### config.mk
export PLATFORM = sky130hd
export DESIGN_NAME = tff_count_ctrl
export DESIGN_NICKNAME = d
export VERILOG_FILES = /design/src/rtl/tff_count_ctrl.sv
export SDC_FILE = /design/constraint.sdc
export NUM_CORES = 1
export LEC_CHECK = 0
export BUFFER_PORTS_ARGS = -buffer_cell sky130_fd_sc_hd__buf_4
export CORE_MARGIN = 3
export CORE_UTILIZATION = 46
export DETAILED_ROUTE_END_ITERATION = 10
export PLACE_DENSITY = 0.67
export SLEW_MARGIN = 20
export SYNTH_ARGS = -nofsm -noshare
export SYNTH_HDL_FRONTEND = slang
export SYNTH_SLANG_ARGS = --single-unit
### constraint.sdc
create_clock -name clk -period 3.19 [get_ports clk]
set_input_delay 0.319 -clock clk [delete_from_list [all_inputs] [get_ports clk]]
set_output_delay 0.319 -clock clk [all_outputs]
set_load 0.03 [all_outputs]
### src/rtl/tff_count_ctrl.sv
// tff_count_ctrl: sequences a preset-to-ones TFF bank as a modulo-M counter with shadow-count feedback checking
module tff_count_ctrl #(
    parameter int WIDTH = 4,
    parameter int LAPW  = 8
) (
    input  logic             clk,
    input  logic             rst,
    input  logic             start,
    input  logic             stop,
    input  logic [WIDTH-1:0] mod_val,
    input  logic [LAPW-1:0]  laps,
    input  logic [WIDTH-1:0] q_fb,
    output logic [WIDTH-1:0] t_out,
    output logic             tff_rst,
    output logic [WIDTH-1:0] count,
    output logic             busy,
    output logic             wrap,
    output logic             done,
    output logic             err
);
    typedef enum logic [2:0] {IDLE, INIT, CLEAR, RUN, DONE, ERR} state_t;
    state_t           r_state;
    logic [WIDTH-1:0] r_mod;
    logic [LAPW-1:0]  r_laps;
    logic [LAPW-1:0]  r_lap_cnt;
    logic [WIDTH-1:0] w_term;
    logic [WIDTH-1:0] w_inc;
    logic             w_fb_bad;
    logic             w_at_term;
    logic             w_last_lap;
    // M=0 underflows to all ones, giving the full 2^WIDTH modulus for free
    assign w_term     = r_mod - WIDTH'(1);
    assign w_fb_bad   = q_fb != count;
    assign w_at_term  = count == w_term;
    assign w_last_lap = (r_laps != '0) && (r_lap_cnt + LAPW'(1) == r_laps);
    assign w_inc[0]   = 1'b1;
    for (genvar i = 1; i < WIDTH; i++) begin : g_inc
        assign w_inc[i] = &q_fb[i-1:0];
    end
    assign tff_rst = rst && r_state == INIT;
    assign t_out   = !rst ? '0 :
                     (r_state == CLEAR && q_fb == '1) ? q_fb :
                     (r_state == RUN && !w_fb_bad && !stop) ? (w_at_term ? q_fb : w_inc) : '0;
    always_ff @(posedge clk) begin
        if (!rst) begin
            r_state   <= IDLE;
            r_mod     <= '0;
            r_laps    <= '0;
            r_lap_cnt <= '0;
            count     <= '0;
            busy      <= 1'b0;
            wrap      <= 1'b0;
            done      <= 1'b0;
            err       <= 1'b0;
        end else begin
            wrap <= 1'b0;
            done <= 1'b0;
            case (r_state)
                IDLE, ERR: if (start) begin
                    r_mod     <= mod_val;
                    r_laps    <= laps;
                    r_lap_cnt <= '0;
                    err       <= 1'b0;
                    busy      <= 1'b1;
                    r_state   <= INIT;
                end
                INIT: r_state <= CLEAR;
                CLEAR: if (q_fb != '1) begin
                    err     <= 1'b1;
                    busy    <= 1'b0;
                    r_state <= ERR;
                end else begin
                    count   <= '0;
                    r_state <= RUN;
                end
                RUN: if (w_fb_bad) begin
                    err     <= 1'b1;
                    busy    <= 1'b0;
                    r_state <= ERR;
                end else if (stop) begin
                    busy    <= 1'b0;
                    r_state <= IDLE;
                end else if (w_at_term) begin
                    count     <= '0;
                    wrap      <= 1'b1;
                    r_lap_cnt <= (&r_lap_cnt) ? r_lap_cnt : r_lap_cnt + LAPW'(1);
                    if (w_last_lap) begin
                        done    <= 1'b1;
                        busy    <= 1'b0;
                        r_state <= DONE;
                    end
                end else begin
                    count <= count + WIDTH'(1);
                end
                DONE: r_state <= IDLE;
                default: r_state <= IDLE;
            endcase
        end
    end
endmodule

# Word-level counts from Yosys, hierarchy flattened
# Index checks and enable logic that the tools add are counted.
# Widths: inputs -> output; s select.
# word_totals
regBits	31
latch_bits	0
ram_bits	0
romBits	0
inputBits	20
wordCells	93
memories	0
# classes
add_sub_neg	3
mul	0
n_div	0
order_cmp	0
eq_ne	19
shifts	0
n_mux	35
bitwise	3
n_reduce_logical	24
# op_table
cell	n
$mux 8	5
$mux 4	8
$mux 3	6
$pmux 8 s2	1
$ne 2x2->1 const B	7
$ne 4x4->1 const B	3
$pmux 3 s4	1
$mux 1	11
$add 8x1->8 const B	1
$eq 8x8->1	1
$pmux 4 s2	1
$reduce_and 4->1	2
$reduce_and 8->1	1
$reduce_bool 8->1	1
$eq 3x2->1 const B	2
$pmux 1 s3	2
$reduce_and 3->1	2
$reduce_and 6->1	1
$logic_and 1x1->1	5
$reduce_and 5->1	1
$reduce_or 5->1	1
$add 4x1->4 const B	1
$eq 4x4->1	1
$eq 4x4->1 const B	1
13 further kinds	18

# Logic depth before layout (Yosys ltp)
# Gate-level depths: netlist of run 1.
# logic_depth
depth_word	8
depth_mapped	9

# Worst setup path before layout of run 1
# No wires, ideal clock.
# synth_timing
kind	register to output
from	register count[0]
to	output port t_out[0]
arrival_ns	2.136
required_time_ns	2.871
path_slack_ns	0.735
path_stages_with_launch	6
path_buffers	0
path_cell_list	dfxtp_1 > xnor2_1 > nand4_1 > nor2_1 > nor2_1 > nor3_1
# synth_via
elab_chain_len	7
# synth_lines
element	line_no	text
start: declaration	15	output logic [WIDTH-1:0] count,
start signal: assignment	93	count <= count + WIDTH'(1);
$ne 4x4->1	33	assign w_fb_bad = q_fb != count;
$logic_not 1->1	43	(r_state == RUN && !w_fb_bad && !stop) ? (w_at_term ? q_fb : w_inc) : '0;
$logic_and 1x1->1 (2 in a row)	43	
$mux 4 (*)	43	
$mux 4 (*)	42	(r_state == CLEAR && q_fb == '1) ? q_fb :
$mux 4 (*)	41	assign t_out = !rst ? '0 :
end: declaration	13	output logic [WIDTH-1:0] t_out,
# Every way passes the cells marked *; elsewhere a longest branch is shown, timed or not.

# Worst setup path after layout of run 1
# layout_timing
from	register r_mod[0]
to	output port t_out[2]
# layout_via
elab_chain_len	6
# layout_lines
element	line_no	text
start: declaration	23	logic [WIDTH-1:0] r_mod;
start signal: assignment	60	r_mod <= mod_val;
$sub 4x1->4	32	assign w_term = r_mod - WIDTH'(1);
$eq 4x4->1	34	assign w_at_term = count == w_term;
$mux 4 (2 in a row)	43	
$mux 4	42	
$mux 4	41	
# Every way passes these cells.

==> results of run 1 <==
==> cell usage after synthesis, drive strengths merged (3+ instances only) <==
library cell | number | area share [%]
nand3 | 9 | 3.3
nand4 | 3 | 0.98
nor3b | 3 | 1.2
inv | 6 | 1.2
nor4 | 3 | 1.8
o21ai | 10 | 2.6
or2 | 3 | 0.98
nand3b | 3 | 1.2
and3 | 3 | 1.0
buf | 6 | 2.2
and2 | 6 | 2.0
nand2b | 4 | 1.4
mux2i | 14 | 7.3
o211ai | 4 | 1.6
nand2 | 11 | 2.2
nor2 | 34 | 6.7
dfxtp | 31 | 32
xnor2 | 9 | 4.1
xor2 | 7 | 3.2
clkbuf | 7 | 1.4
a21oi | 12 | 3.1
ha | 3 | 2.0
nor3 | 9 | 2.3
==> final cells by class <==
cell class	instances	area share, %
clock buffers	5	3.07
clock inverters	3	0.670
inverters	6	1.00
multi-input cells	180	53.9
flip-flops and latches	31	27.7
well taps	48	2.68
repair buffers	33	11.0
==> path summary, 6_finish.rpt <==
path	to	slack, ps	cells after the start
setup / recovery	t_out[2]	430	9
hold / removal	r_state[2]	260	2
setup reg to reg	r_lap_cnt[3]	900	6
hold reg to reg	err	490	2
==> stage by stage <==
stage                     cell area (um2)  worst slack (ps)  util (%)
after floorplan                      1920               735         -
after global placement               2160               779      56.4
after detailed placement             2160               746      56.4
after CTS                            2240               419      58.6
after global routing                 2240               210      58.6
final                                2240               433      58.6
==> flip-flops by register name (all words and copies together), names as in the netlist <==
signal and flops:
r_laps 8, count 4, r_lap_cnt 8, err 1, r_state 3, r_mod 4, busy 1, wrap 1
done 1
==> metal layers <==
metal  vias to the layer above  GRT usage (%)  wire length [um]
met2                        45           25.4              1910
met1                       767           28.0              2200
li1                        876              -                 -
met5                         -              0                 0
met4                         0           6.05                43
met3                         4           6.53               235
==> power groups by stage <==
stage / logic (mW) / clock network (mW) / registers (mW)
after global routing: 0.223 / 0.329 / 0.437
final: 0.198 / 0.304 / 0.435
after global placement: 0.197 / 0 / 0.442
after CTS: 0.200 / 0.313 / 0.434
after floorplan: 0.149 / 0 / 0.439
after detailed placement: 0.198 / 0 / 0.443
==> cells in the final DEF, fill, tap and decap left out, types with 4 or more instances in the layout <==
| cell type | instances |
|---|---|
| sky130_fd_sc_hd__buf_4 | 33 |
| sky130_fd_sc_hd__o211ai_1 | 4 |
| sky130_fd_sc_hd__nor2_1 | 34 |
| sky130_fd_sc_hd__xnor2_1 | 9 |
| sky130_fd_sc_hd__nand3_1 | 7 |
| sky130_fd_sc_hd__inv_1 | 6 |
| sky130_fd_sc_hd__xor2_1 | 7 |
| sky130_fd_sc_hd__clkbuf_8 | 5 |
| sky130_fd_sc_hd__dfxtp_1 | 31 |
| sky130_fd_sc_hd__a21oi_1 | 12 |
| sky130_fd_sc_hd__nor3_1 | 9 |
| sky130_fd_sc_hd__o21ai_0 | 7 |
| sky130_fd_sc_hd__and2_1 | 5 |
| sky130_fd_sc_hd__mux2i_1 | 14 |
| sky130_fd_sc_hd__nand2_1 | 11 |
==> logic make-up after synthesis <==
logic type	count (synthesis)	share of synthesized area [%]
AND/OR/NAND/NOR	98	28.0
AO/OA/AOI/OAI	47	16.6
flip-flops	31	32.4
buffers and inverters	19	4.70
XOR/XNOR	17	8.48
multiplexers	15	7.89
adder cells (fa/ha/maj)	3	1.96
==> out/qor.yml, run 1 <==
run_status:
  run_status: "completed"
global_routing:
  grt_max_degree: 24
  gr-usage-all-layers_pct: 18.8
  grt_pass1_vias: 1587
  global_route_wire_length_before_repair_um: 7530
  antenna_found_initial: 0
  overflow_after_grt: 0
synth:
  synth_area_per_cell_um2: 8.34
  synth_cells: 230
  synth_seq_cells: 31
  yosys_warnings: 0
  number_of_synthesized_flops_with_an_enable_pin: 0
  synthFlopType: "sky130_fd_sc_hd__dfxtp_1"
  synth_seq_area_share_pct: 32.4
  post_synth_num_cell_types: 57
  syn-num-nets: 253
  synth-async-reset-ratio_pct: 0
  post_synthesis_cell_area_um2: 1920
floorplan:
  initial_standard_cell_utilization_of_the_core_pct: 50.1
  die-width_um: 70.6
  fp.dieH_um: 70.6
  die-area_um2: 4980
  core_area_um2: 3830
  design.portCount: 33
  row_count: 22
pwr:
  combinationalPowerShare_pct: 21.2
  switchingPower_mw: 0.286
  cell_internal_power_mw: 0.651
  max-vdd-ir-drop_mv: 0.289
  design_power_total_mw: 0.936
  power.density_cell_area_nw_per_um2: 418
  p_leak_nw: 0.921
  power.share.clock_pct: 32.4
  power.share.switching_pct: 30.5
  seqPwrFrac_pct: 46.4
clock_tree:
  post_cts.repair.setup_buffers: 0
  ctsHoldBuffers: 0
  h_tree_lvls: 2
  clock_latency_late_sink_ps: 290
  sink_count: 31
  clk_root_buffer_cell: "sky130_fd_sc_hd__clkbuf_8"
  cts_tree: "yes"
  clk_path_buf_depth: 2
  number_of_buffers_created_by_cts: 5
  quantity_of_gates_resized_following_cts: 0
  path_clk_slew_ps: 70
timing:
  final_period_minus_worst_setup_slack_ps: 2760
  fin_worst_hold_slack_ps: 255
  rsz0062_at_grt: "false"
  max_clock_freq_mhz: 363
  fin_worst_skew_ps: 4.31
  setup-violations-final: 0
  maxSlewViolCount: 0
  max_slew_margin_pct: 49.7
  timing.setup.tns_ps: 0
  final_hold_viol_count: 0
  post-route-period-util_pct: 86.4
  timing_worst_slew_pin_value_ps: 753
critical_path:
  setup.worst_path.class: "reg -> out"
  crit_path_max_fanout: 7
  slowest_stage: "sky130_fd_sc_hd__dfxtp_1"
  start_kind: "register"
  worst_r2r_startpoint: "r_state[0]"
  kind_of_end_point_of_the_critical_path: "output port"
  crit_arrival_ps: 2440
  crit_path_start: "r_mod[0]"
  timing.critical_path.slowest_cell_delay_ps: 390
  cpLargestDelayFamily: "simple AND/OR/NAND/NOR gates"
  cp_num_buf_inv: 2
  worstPathCellList: "inv_1 -> ha_1 -> xor2_1 -> nand3_2 -> or2_1 -> mux2_1 -> a21oi_1 -> nor2_1 -> buf_4"
  worst_ep_required_time_ps: 2870
finish:
  nets: 280
  area_occupied_by_multi_input_gates_um2: 1210
  fillCellCount: 377
  layout.area.seq_um2: 621
  layoutNonFillerInstCount: 306
  antenna_cells_inserted: 0
  layout-drive-gt1-share_pct: 20.9
  layout-area-overhead-vs-synth_pct: 16.9
job:
  max_cap_violations: 0
routing:
  antenna_left: 0
  wl_um: 4390
  avgRoutedWirePerCell_um: 14.3
  first_pass_iters: 4
  drt_first_iter_violations: 115
  routed-via-count: 1692
  drt_drc_violations_left: 0
  routed_vias_inst: 5.53
placement:
  place.port_buffers: 32
  placed_cells: 298
  dpl.hpwl_um: 3280
  global_placement_routability_congestion: 0.801
min_path:
  worstHoldStart: "start"
  timing.hold.worst.class: "in -> reg"
Note: power is estimated with default switching activity, not from simulation.
==> run 2, diff against run 1 <==
--- a/config.mk
+++ b/config.mk
@@ -9,7 +9,8 @@
 export CORE_MARGIN = 3
 export CORE_UTILIZATION = 46
 export DETAILED_ROUTE_END_ITERATION = 10
-export PLACE_DENSITY = 0.67
+export PLACE_DENSITY = 0.7
+export RECOVER_POWER = 100
 export SLEW_MARGIN = 20
 export SYNTH_ARGS = -nofsm -noshare
 export SYNTH_HDL_FRONTEND = slang
==> constraint.sdc (replaced) <==
create_clock -name clk -period 2.5 [get_ports clk]
set_input_delay 0.25 -clock clk [delete_from_list [all_inputs] [get_ports clk]]
set_output_delay 0.25 -clock clk [all_outputs]
set_load 0.03 [all_outputs]
==> run 2 against run 1 <==
  * Critical path depth unchanged
  * Non-clock buffer count up 10
  * Sequential share of layout area down 0.58 points
  * First-iteration DRC count down 29%
  * Clock power up 29%
  * Global-route usage up 0.18 points
  * Register-to-register slack worse by 670 ps
  * Critical endpoint is now t_out[3]
  * Largest cell class unchanged
==> out/qor.yml, run 2 (same netlist as run 1, synthesis figures left out) <==
timing:
  max_clock_freq_mhz: 410
  fin_worst_skew_ps: 5.43
  max_slew_margin_pct: 38.5
  timing.setup.tns_ps: 0
  final_period_minus_worst_setup_slack_ps: 2440
  final_hold_viol_count: 0
  timing_worst_slew_pin_value_ps: 923
  setup-violations-final: 0
  rsz0062_at_grt: "false"
  post-route-period-util_pct: 97.6
  maxSlewViolCount: 0
placement:
  place.port_buffers: 32
  global_placement_routability_congestion: 0.859
  dpl.hpwl_um: 3340
critical_path:
  crit_arrival_ps: 2190
  cp_num_buf_inv: 2
  critical_path_cell_count: 9
  setup.reg_to_reg.worst_slack_ps: 230
  slowest_stage: "sky130_fd_sc_hd__dfxtp_4"
  worstRegToRegCells: 10
  crit_path_start: "r_mod[0]"
  crit_path_max_fanout: 4
  setup.worst_path.class: "reg -> out"
  cpLargestDelayFamily: "simple AND/OR/NAND/NOR gates"
  worst_ep_required_time_ps: 2250
  reg_to_reg_critical_path_endpoint: "r_lap_cnt[3]"
  worstPathCellList: "inv_1 -> ha_4 -> xor2_2 -> nand3_2 -> or2_4 -> a31o_2 -> a21oi_1 -> nor2_1 -> buf_4"
  kind_of_end_point_of_the_critical_path: "output port"
  worst_r2r_startpoint: "r_mod[0]"
  critical_path_destination: "t_out[3]"
  timing.critical_path.slowest_cell_delay_ps: 350
  start_kind: "register"
clock_tree:
  cts_tree: "yes"
  number_of_buffers_created_by_cts: 5
  clk_path_buf_depth: 2
  clock_latency_late_sink_ps: 290
  sink_count: 31
  h_tree_lvls: 2
  clk_root_buffer_cell: "sky130_fd_sc_hd__clkbuf_8"
  path_clk_slew_ps: 70
  ctsHoldBuffers: 0
floorplan:
  core_area_um2: 3830
  initial_standard_cell_utilization_of_the_core_pct: 50.1
  die-area_um2: 4980
  design.portCount: 33
  die-width_um: 70.6
  row_count: 22
  fp.dieH_um: 70.6
global_routing:
  overflow_after_grt: 0
  antenna_found_initial: 0
  global_route_wire_length_before_repair_um: 7700
  grt_max_degree: 24
  grt_pass1_vias: 1589
  gr-usage-all-layers_pct: 19.0
routing:
  drt_drc_violations_left: 0
  avgRoutedWirePerCell_um: 15.3
  routed_vias_inst: 5.73
  wl_um: 4820
  first_pass_iters: 4
  routed-via-count: 1810
  drt_first_iter_violations: 82
  antenna_left: 0
pwr:
  p_leak_nw: 0.928
  max-vdd-ir-drop_mv: 0.350
  power.density_cell_area_nw_per_um2: 528
  design_power_total_mw: 1.22
finish:
  nets: 290
  layout-area-overhead-vs-synth_pct: 20.4
  fillCellCount: 377
  biggestRegsByFlops: "r_lap_cnt: 8 flops, r_laps: 8 flops"
  layout_commonest_cell: "sky130_fd_sc_hd__nor2_1"
  layout-drive-gt1-share_pct: 22.4
  area_occupied_by_multi_input_gates_um2: 1220
  layout.area.seq_um2: 626
  antenna_cells_inserted: 0
  final_cell_mix: "sky130_fd_sc_hd__nor2_1 (34), sky130_fd_sc_hd__buf_4 (33), sky130_fd_sc_hd__dfxtp_1 (29), sky130_fd_sc_hd__mux2i_1 (14)"
min_path:
  worstHoldStart: "start"
  timing.hold.worst.class: "in -> reg"
job:
  max_cap_violations: 0
run_status:
  run_status: "completed"
## run 2: changes by cell type in the layout (fill, tap and decap cells not counted), moves of 2 or more
cell / delta
sky130_fd_sc_hd__clkinvlp_4: +2
sky130_fd_sc_hd__clkbuf_1: +9
sky130_fd_sc_hd__dfxtp_1: -2
sky130_fd_sc_hd__clkinv_2: -2
sky130_fd_sc_hd__o21ai_1: -2
sky130_fd_sc_hd__o21ai_0: +2
## run 2: metal layers
| metal | vias up | share of wire, % | GRT usage, % | wire length [um] |
|---|---|---|---|---|
| li1 | 896 | - | - | - |
| met1 | 849 | 47 | 25.9 | 2240 |
| met2 | 57 | 46 | 29.1 | 2220 |
| met3 | 8 | 5.9 | 4.97 | 282 |
| met4 | 0 | 1.5 | 6.89 | 73 |
| met5 | - | 0 | 0 | 0 |
## run 2: layout make-up
| cell class | count | area share (%) |
|---|---|---|
| multi-input cells | 180 | 53.1 |
| well taps | 48 | 2.60 |
| inverters | 6 | 0.976 |
| clock buffers | 5 | 2.98 |
| clock inverters | 3 | 0.867 |
| repair buffers | 43 | 12.4 |
| flip-flops and latches | 31 | 27.1 |
## run 2: report_power, final
group | total, mW | internal (mW) | switching (mW) | leakage, nW
Sequential | 0.549 | 0.522 | 0.0267 | 0.254
Clock | 0.393 | 0.193 | 0.200 | 0.0402
Combinational | 0.277 | 0.125 | 0.152 | 0.634
## run 2: timing repair
action	4_1_cts	5_1_grt
setup endpoints to repair	2	3
pin swaps	0	4
gates resized for setup	2	7
setup buffers	0	4
## run 2: worst min path at each step
stage	endpoint	slack (ps)	cells after the start
floorplan	r_state[2]	360	1
global placement	err	460	2
detailed placement	err	460	2
CTS	r_state[2]	180	2
global route	r_laps[2]	180	3
finish	r_state[2]	190	2
## run 2: metrics by stage
stage               setup slack, ps  instances  area [um2]  hold slack, ps  utilization, %
finish                         61.1        316        2310             187            60.3
global route                   1.05        316        2310             182            60.3
CTS                            8.04        312        2300             178            60.0
detailed placement              219        304        2200             465            57.6
global placement                267        304        2200             456            57.6
floorplan                       114        230        1920             365               -
==> run 3, diff against run 2 <==
--- a/config.mk
+++ b/config.mk
@@ -7,9 +7,9 @@
 export LEC_CHECK = 0
 export BUFFER_PORTS_ARGS = -buffer_cell sky130_fd_sc_hd__buf_4
 export CORE_MARGIN = 3
-export CORE_UTILIZATION = 46
+export CORE_UTILIZATION = 50
 export DETAILED_ROUTE_END_ITERATION = 10
-export PLACE_DENSITY = 0.7
+export PLACE_DENSITY = 0.75
 export RECOVER_POWER = 100
 export SLEW_MARGIN = 20
 export SYNTH_ARGS = -nofsm -noshare
==> run 3 against run 2 <==
  * Register-to-register slack got worse by 40 ps
  * Die area shrank 7.3%
  * Power is 3.6% higher
  * Via count shrank 0.77%
  * Setup slack lost 5.6 ps
  * Largest power group unchanged
==> out/qor.yml, run 3 (same netlist as run 1, synthesis figures left out) <==
placement:
  place.port_buffers: 32
  post_dp_cell_area_um2: 2190
  global_placement_routability_congestion: 0.890
  dpl.hpwl_um: 3350
  placed_cells: 301
finish:
  layout-drive-gt1-share_pct: 22.3
  finish.utilization_pct: 66.4
  layout-area-overhead-vs-synth_pct: 21.9
  nets: 291
  postLayoutCellArea_um2: 2340
  antenna_cells_inserted: 0
  final_cell_mix: "sky130_fd_sc_hd__nor2_1 (33), sky130_fd_sc_hd__buf_4 (31), sky130_fd_sc_hd__dfxtp_1 (29), sky130_fd_sc_hd__mux2i_1 (14), sky130_fd_sc_hd__clkbuf_1 (14)"
  biggestRegsByFlops: "r_lap_cnt: 8 flops, r_laps: 8 flops"
  layoutNonFillerInstCount: 315
  layout_commonest_cell: "sky130_fd_sc_hd__nor2_1"
critical_path:
  start_kind: "register"
  worst_r2r_startpoint: "r_mod[1]"
  crit_path_max_fanout: 6
  reg_to_reg_critical_path_endpoint: "r_lap_cnt[3]"
  cpLargestDelayFamily: "simple AND/OR/NAND/NOR gates"
  timing.critical_path.slowest_cell_delay_ps: 340
  setup.reg_to_reg.worst_slack_ps: 190
  worstPathCellList: "inv_1 -> ha_4 -> xor2_2 -> nand3_2 -> or2_4 -> mux2_4 -> a21oi_2 -> nor2_1 -> buf_4"
  crit_arrival_ps: 2190
  slowest_stage: "sky130_fd_sc_hd__dfxtp_2"
  setup.worst_path.class: "reg -> out"
  cp_num_buf_inv: 2
  worst_ep_required_time_ps: 2250
  worstRegToRegCells: 10
  kind_of_end_point_of_the_critical_path: "output port"
floorplan:
  design.portCount: 33
  row_count: 21
  die-area_um2: 4620
  fp.dieH_um: 67.9
  core_area_um2: 3520
  die-width_um: 67.9
  initial_standard_cell_utilization_of_the_core_pct: 54.5
pwr:
  power.share.clock_pct: 34.2
  p_leak_nw: 0.940
  seqPwrFrac_pct: 43.4
  combinationalPowerShare_pct: 22.4
  power.density_cell_area_nw_per_um2: 540
  switchingPower_mw: 0.361
  power.share.switching_pct: 28.6
  cell_internal_power_mw: 0.901
  max-vdd-ir-drop_mv: 0.358
job:
  max_cap_violations: 0
timing:
  fin_worst_hold_slack_ps: 186
  final_period_minus_worst_setup_slack_ps: 2440
  fin_worst_skew_ps: 4.80
  setup-violations-final: 0
  post-route-period-util_pct: 97.8
  final_hold_viol_count: 0
  timing.setup.tns_ps: 0
  max_slew_margin_pct: 47.2
  timing_worst_slew_pin_value_ps: 792
  rsz0062_at_grt: "true"
  maxSlewViolCount: 0
  max_clock_freq_mhz: 409
global_routing:
  overflow_after_grt: 0
  gr-usage-all-layers_pct: 21.3
  grt_pass1_vias: 1682
  global_route_wire_length_before_repair_um: 7560
  grt_max_degree: 24
  antenna_found_initial: 0
min_path:
  min_path_cells: 2
  hold-path-endpoint: "r_state[2]"
  worstHoldStart: "start"
  timing.hold.worst.class: "in -> reg"
routing:
  first_pass_iters: 5
  route.met3.wl_um: 257
  wl_um: 4730
  met2_length_um: 2190
  drt_first_iter_violations: 172
  avgRoutedWirePerCell_um: 15.0
  antenna_left: 0
  drt_drc_violations_left: 0
  route.layer.met1.wl_um: 2230
  topRoutingLayerUsed: "met4"
  routed-via-count: 1796
  routed_vias_inst: 5.70
clock_tree:
  clock_latency_late_sink_ps: 280
  clk_path_buf_depth: 2
  clk_root_buffer_cell: "sky130_fd_sc_hd__clkbuf_8"
  h_tree_lvls: 2
  sink_count: 31
  ctsHoldBuffers: 0
  cts_tree: "yes"
  path_clk_slew_ps: 60
  number_of_buffers_created_by_cts: 5
run_status:
  run_status: "completed"
## run 3: cell types whose count changed in the layout (fill, tap and decap cells not counted), sizes merged
cell | previous run | this run
clkinv | 1 | 0
buf | 33 | 31
clkbuf | 15 | 21
clkinvlp | 2 | 0
## run 3: stage by stage
stage | total power [mW] | setup slack (ps)
after floorplan | 0.750 | 114
after global placement | 0.823 | 210
after detailed placement | 0.829 | 127
after CTS | 1.26 | 18.0
after global routing | 1.32 | -45.3
final | 1.26 | 55.5
## run 3: what timing repair did
action                     4_1_cts  5_1_grt
pin swaps                        1        2
setup endpoints to repair        2        4
gates resized for setup          4        6
setup buffers                    2        4
## run 3: how the worst max path moves through the flow
stage / from / to / cells after the start
2_1_floorplan: count[0] / t_out[0] / 5
3_3_place_gp: r_mod[0] / t_out[2] / 9
3_5_place_dp: r_mod[0] / t_out[2] / 9
4_1_cts: r_mod[1] / t_out[2] / 9
5_1_grt: r_mod[1] / t_out[2] / 9
6_report: r_mod[1] / t_out[2] / 9
## run 3: area by class of cell
| class | count | area, um2 |
|---|---|---|
| clock buffers | 8 | 100 |
| fillers | 325 | 1180 |
| inverters | 6 | 22.5 |
| multi-input cells | 180 | 1250 |
| flip-flops and latches | 31 | 623 |
| well taps | 46 | 57.6 |
| repair buffers | 44 | 282 |
## run 3: power by group through the flow
| stage | Clock, mW | Combinational (mW) | Sequential (mW) |
|---|---|---|---|
| 6_report | 0.431 | 0.283 | 0.548 |
| 5_1_grt | 0.461 | 0.308 | 0.552 |
| 4_1_cts | 0.441 | 0.275 | 0.548 |
| 3_5_place_dp | 0 | 0.270 | 0.559 |
| 3_3_place_gp | 0 | 0.265 | 0.558 |
| 2_1_floorplan | 0 | 0.190 | 0.560 |
## run 3: metal layers
metal / GRT usage [%] / vias up
met1: 28.4 / 846
met5: 0 / -
met3: 4.11 / 7
li1: - / 895
met2: 34.5 / 48
met4: 6.70 / 0
